$ cat src/rtl/segment_display_unit_if.sv
// ---------------------------------------------------------------------------
// segment_display_unit_if
//   Signal bundle between a digit source and the seven-segment display unit.
//
//   digit      [3:0]  value to display, 0-15
//   blank             all segments off while high
//   lamp_test         all segments on while high (overrides blank)
//   o_Segment  [6:0]  active-low segment drive, bit0=A ... bit6=G
//   o_Invalid         registered digit has no legal glyph
//
//   modport master : drives digit/blank/lamp_test, observes the outputs
//   modport slave  : the display unit itself
// ---------------------------------------------------------------------------
interface segment_display_unit_if;
  logic [3:0] digit;
  logic       blank;
  logic       lamp_test;
  logic [6:0] o_Segment;
  logic       o_Invalid;

  modport master (
    output digit,
    output blank,
    output lamp_test,
    input  o_Segment,
    input  o_Invalid
  );

  modport slave (
    input  digit,
    input  blank,
    input  lamp_test,
    output o_Segment,
    output o_Invalid
  );
endinterface : segment_display_unit_if

$ cat src/rtl/segment_display_unit.sv
// ---------------------------------------------------------------------------
// segment_display_unit
//   Registered seven-segment decoder with lamp-test and blanking.
//   Output is the decode of the inputs sampled on the previous rising edge
//   (one cycle latency); there is no other state.
//
//   Priority: lamp_test > blank > digit decode.
//
//   Ports
//     clk    rising-edge system clock
//     reset  asynchronous, active-high; forces a blank display, o_Invalid=0
//     bus    segment_display_unit_if.slave
//              digit, blank, lamp_test  (inputs)
//              o_Segment (active-low, bit0=A..bit6=G), o_Invalid (outputs)
//
//   Configuration
//     SEGMENT_DISPLAY_HEX_EN  when defined, digits 10-15 show A,b,C,d,E,F.
//                             When undefined, they blank and flag o_Invalid.
// ---------------------------------------------------------------------------
module segment_display_unit (
  input  logic                  clk,
  input  logic                  reset,
  segment_display_unit_if.slave bus
);

  localparam logic [6:0] SEG_ALL_ON  = 7'h00;
  localparam logic [6:0] SEG_ALL_OFF = 7'h7F;

  logic [6:0] glyph;
  logic       glyph_valid;

  logic [6:0] seg_d;
  logic [6:0] seg_q;
  logic       invalid_d;
  logic       invalid_q;

  // Digit-to-glyph lookup, active-low segments.
  always_comb begin
    glyph       = SEG_ALL_OFF;
    glyph_valid = 1'b1;
    case (bus.digit)
      4'd0:    glyph = 7'h40;
      4'd1:    glyph = 7'h79;
      4'd2:    glyph = 7'h24;
      4'd3:    glyph = 7'h30;
      4'd4:    glyph = 7'h19;
      4'd5:    glyph = 7'h12;
      4'd6:    glyph = 7'h02;
      4'd7:    glyph = 7'h78;
      4'd8:    glyph = 7'h00;
      4'd9:    glyph = 7'h10;
`ifdef SEGMENT_DISPLAY_HEX_EN
      4'd10:   glyph = 7'h08;
      4'd11:   glyph = 7'h03;
      4'd12:   glyph = 7'h46;
      4'd13:   glyph = 7'h21;
      4'd14:   glyph = 7'h06;
      4'd15:   glyph = 7'h0E;
      default: glyph = SEG_ALL_OFF;
`else
      // No glyph for 10-15 in decimal-only builds: show nothing, flag it.
      default: begin
        glyph       = SEG_ALL_OFF;
        glyph_valid = 1'b0;
      end
`endif
    endcase
  end

  // Override chain. Lamp test and blanking are deliberate display states,
  // so they never report an invalid digit.
  always_comb begin
    seg_d     = glyph;
    invalid_d = ~glyph_valid;
    if (bus.lamp_test) begin
      seg_d     = SEG_ALL_ON;
      invalid_d = 1'b0;
    end else if (bus.blank) begin
      seg_d     = SEG_ALL_OFF;
      invalid_d = 1'b0;
    end
  end

  // Reset acts on the output flops directly so the display blanks the
  // moment reset rises, without waiting for a clock.
  always_ff @(posedge clk or posedge reset) begin
    if (reset) begin
      seg_q     <= SEG_ALL_OFF;
      invalid_q <= 1'b0;
    end else begin
      seg_q     <= seg_d;
      invalid_q <= invalid_d;
    end
  end

  assign bus.o_Segment = seg_q;
  assign bus.o_Invalid = invalid_q;

endmodule : segment_display_unit

$ cat src/flat_wrapper.sv
// flat-port wrapper written by rule: the top's interface ports become plain ports
module segment_display_unit_flat 
  (clk, reset, bus_digit, bus_blank, bus_lamp_test, bus_o_Segment, bus_o_Invalid);
  segment_display_unit_if bus_i ();
  input  logic clk;
  input  logic reset;
  input wire logic [$bits(bus_i.digit)-1:0] bus_digit;
  input wire logic [$bits(bus_i.blank)-1:0] bus_blank;
  input wire logic [$bits(bus_i.lamp_test)-1:0] bus_lamp_test;
  output wire logic [$bits(bus_i.o_Segment)-1:0] bus_o_Segment;
  output wire logic [$bits(bus_i.o_Invalid)-1:0] bus_o_Invalid;
  assign bus_i.digit = bus_digit;
  assign bus_i.blank = bus_blank;
  assign bus_i.lamp_test = bus_lamp_test;
  assign bus_o_Segment = bus_i.o_Segment;
  assign bus_o_Invalid = bus_i.o_Invalid;
  segment_display_unit u_core (.clk(clk), .reset(reset), .bus(bus_i));
endmodule
$ cat config.mk
export PLATFORM = sky130hd
export DESIGN_NAME = segment_display_unit_flat
export DESIGN_NICKNAME = d
export VERILOG_FILES = /design/src/rtl/segment_display_unit_if.sv /design/src/rtl/segment_display_unit.sv /design/src/flat_wrapper.sv
export SDC_FILE = /design/constraint.sdc
export NUM_CORES = 1
export LEC_CHECK = 0
export ABC_AREA = 1
export BUFFER_PORTS_ARGS = -buffer_cell sky130_fd_sc_hd__buf_4
export CORE_AREA = 4 4 41 43
export CTS_CLUSTER_SIZE = 30
export DETAILED_ROUTE_END_ITERATION = 8
export DIE_AREA = 0 0 45 47
export PLACE_DENSITY = 0.56
export SLEW_MARGIN = 20
export SYNTH_ARGS = -nofsm -noshare
export SYNTH_HDL_FRONTEND = slang
export SYNTH_SLANG_ARGS = --single-unit
export TNS_END_PERCENT = 20
$ cat constraint.sdc
create_clock -name clk -period 0.8 [get_ports clk]
set_clock_uncertainty 0.1 [all_clocks]
set_input_delay 0.04 -clock clk [delete_from_list [all_inputs] [get_ports clk]]
set_output_delay 0.04 -clock clk [all_outputs]
set_load 0.02 [all_outputs]
==> metrics.txt <==
Synth Warn # 0; CP arrival 0.88 ns; top_reg_cell synth dfstp_2; clock root cell clkbuf_4; Reg area 209.0 µm²; post-synthesis adder-cell area fraction 0; fillers 148; worst-path maximum fanout 1; top cells by area, synth dfstp_2 (48%), nand2_1 (8.9%), inv_1 (6.9%); H-tree levels 1; Post-Synth XOR/XNOR Area 0; Max-Cap Viols 0; IO Count 16; Worst path slowest cell dfstp_2; die height 47 µm; Overflow after GRT 0; post-synth top area cell dfstp_2; die width 45 µm; family with the most delay on the worst path flip-flops; Startpoint Class register; status complete, but fails checks; final hold violations 5; Core Box Area 1301 µm²; Wirelength per Cell 8.841 µm; DRC Markers 0; final setup fails 8; TNS Setup -1.594 ns; Non-Filler Instances 82; vias per cell 4.256; count leader, synth nand2_1; relative slew slack 0.8212; initial drt markers 3; register bit count reported by yosys 8; placed insts 76; drt pass-1 iters 4; DRT Wirelength 725 µm; CP required 0.66 ns; Worst Hold Class primary input to register; footprint of the multi-input gates 142.6 µm²; P_leak 0.3089 nW; share of cells above drive strength 1 0.5522; Max Root-Sink Buffers 2; Simple-Gate Fraction of Synth Area 0.2138; final setup margin -0.2202 ns; Place WS -0.04103 ns; crit path cell chain buf_6; post-synthesis mux area share 0; largest net degree at the start of global routing 9; Hold Path Depth 2; initial antenna violation count 0; Setup Buffers After CTS 0; fmax 980.2 MHz; vias in the first global route 318; WP buf/inv 1; Post-DP HPWL 570.7 µm; WHS -0.1643 ns; CP Depth 1; Starting Density 0.2923; share of the synthesized area in the top cell type 0.4836; RSZ-0062 raised after global routing true; Worst path max stage delay 0.52 ns; Area growth, synth to finish 59.87%; number of hold buffers added after cts 2; Max VDD drop 0.4859 mV; CTS sink cnt 8; first-pass GRT wire length 1.242 mm; largest family of logic cells by synthesized area simple AND/OR/NAND/NOR gates; Buffers on Ports 15; Placer Congestion 0.7687; kind of critical path register to output pin; mean post-synth cell area 8.645 µm²; syn nets 52; Post-synth top cells nand2_1 (9), dfstp_2 (7), inv_1 (7); Final Cycle Share 1.275; die area 2115 µm²; PnR Total Power 1.024 mW; pwr dens 1683 nW/µm²; clock transition at the registers of the reported paths 0.06 ns; Distinct cells, synth 14; Async SR Flop Fraction 1.000; Mapped Area 380.4 µm²; fin crit period 1.020 ns; Synth Instances 44; failing checks hold timing, setup timing; GRT Total Usage 0.08612; Post-synth EDFFs 0; Synth Area in Compound Gates 0.1480; Worst Tran Pin Value 0.2679 ns; cts bufs inserted 3; Pins Over Slew Limit 0; Setup crit end kind output pin; CTS tree built; post-route ant nets 0; Vias 349; nets 76; row cnt 13; antenna cell count 0; post-synthesis sequential area ratio 0.5493
## cells in the final DEF, fill, tap and decap left out, types with 2 or more instances in the layout
cell	instances
nand2_1	9
a21oi_1	5
dlygate4sd3_1	2
buf_6	8
nand3_1	2
inv_1	7
inv_2	2
dfstp_2	7
nand2_2	3
o21ai_2	2
clkbuf_4	3
buf_4	9
nor2_1	2
## cells by family after synthesis
logic type      Yosys count
simple gates             18
compound gates            9
buf+inv                   9
flops                     8
## worst paths after layout
check | from | slack [ns] | end
max in group asynchronous | reset | 0.15 | u_core.bus.o_Segment[3]
min | bus_lamp_test | -0.16 | u_core.bus.o_Segment[6]
max | u_core.bus.o_Segment[6] | -0.22 | bus_o_Segment[6]
min in group asynchronous | reset | 0.17 | u_core.bus.o_Invalid
## final cells by class
type / count / area share
multi-input combinational: 27 / 0.2346
sequential: 8 / 0.3436
tap: 15 / 0.03086
inverter: 9 / 0.05556
clock buffer: 4 / 0.04321
timing repair buffer: 19 / 0.2922
## sequential cells by signal, summed over array words and instances, names as in the netlist
name / count
u_core.bus.o_Segment: 7
u_core.bus.o_Invalid: 1
## power by group
group	internal, mW	switching, mW	total [mW]
Combinational	0.115	0.122	0.237
Sequential	0.453	0.0118	0.465
Clock	0.190	0.131	0.321
## per-layer routing
metal,vias to the layer above,global-route usage,wire [µm]
met4,0,0.1053,0
met3,0,0.01533,55
met2,9,0.1271,397
met5,-,0,0
met1,159,0.09579,272
li1,181,-,-
## per-stage QoR
stage	util	area (µm²)	hold slack, ns
global route	0.4673	608.1	-0.1689
finish	0.4673	608.1	-0.1643
CTS	0.4635	603.1	-0.1808
floorplan	-	380.4	-0.2494
detailed placement	0.4048	526.8	-0.1036
global placement	0.4048	526.8	-0.1054
## repair_timing
| action | in CTS | in global routing |
|---|---|---|
| endpoints found under the hold margin | 15 | 4 |
| resized for setup | 8 | 1 |
| endpoints found under the setup margin | 8 | 9 |
Note: power is estimated with default switching activity, not from simulation.
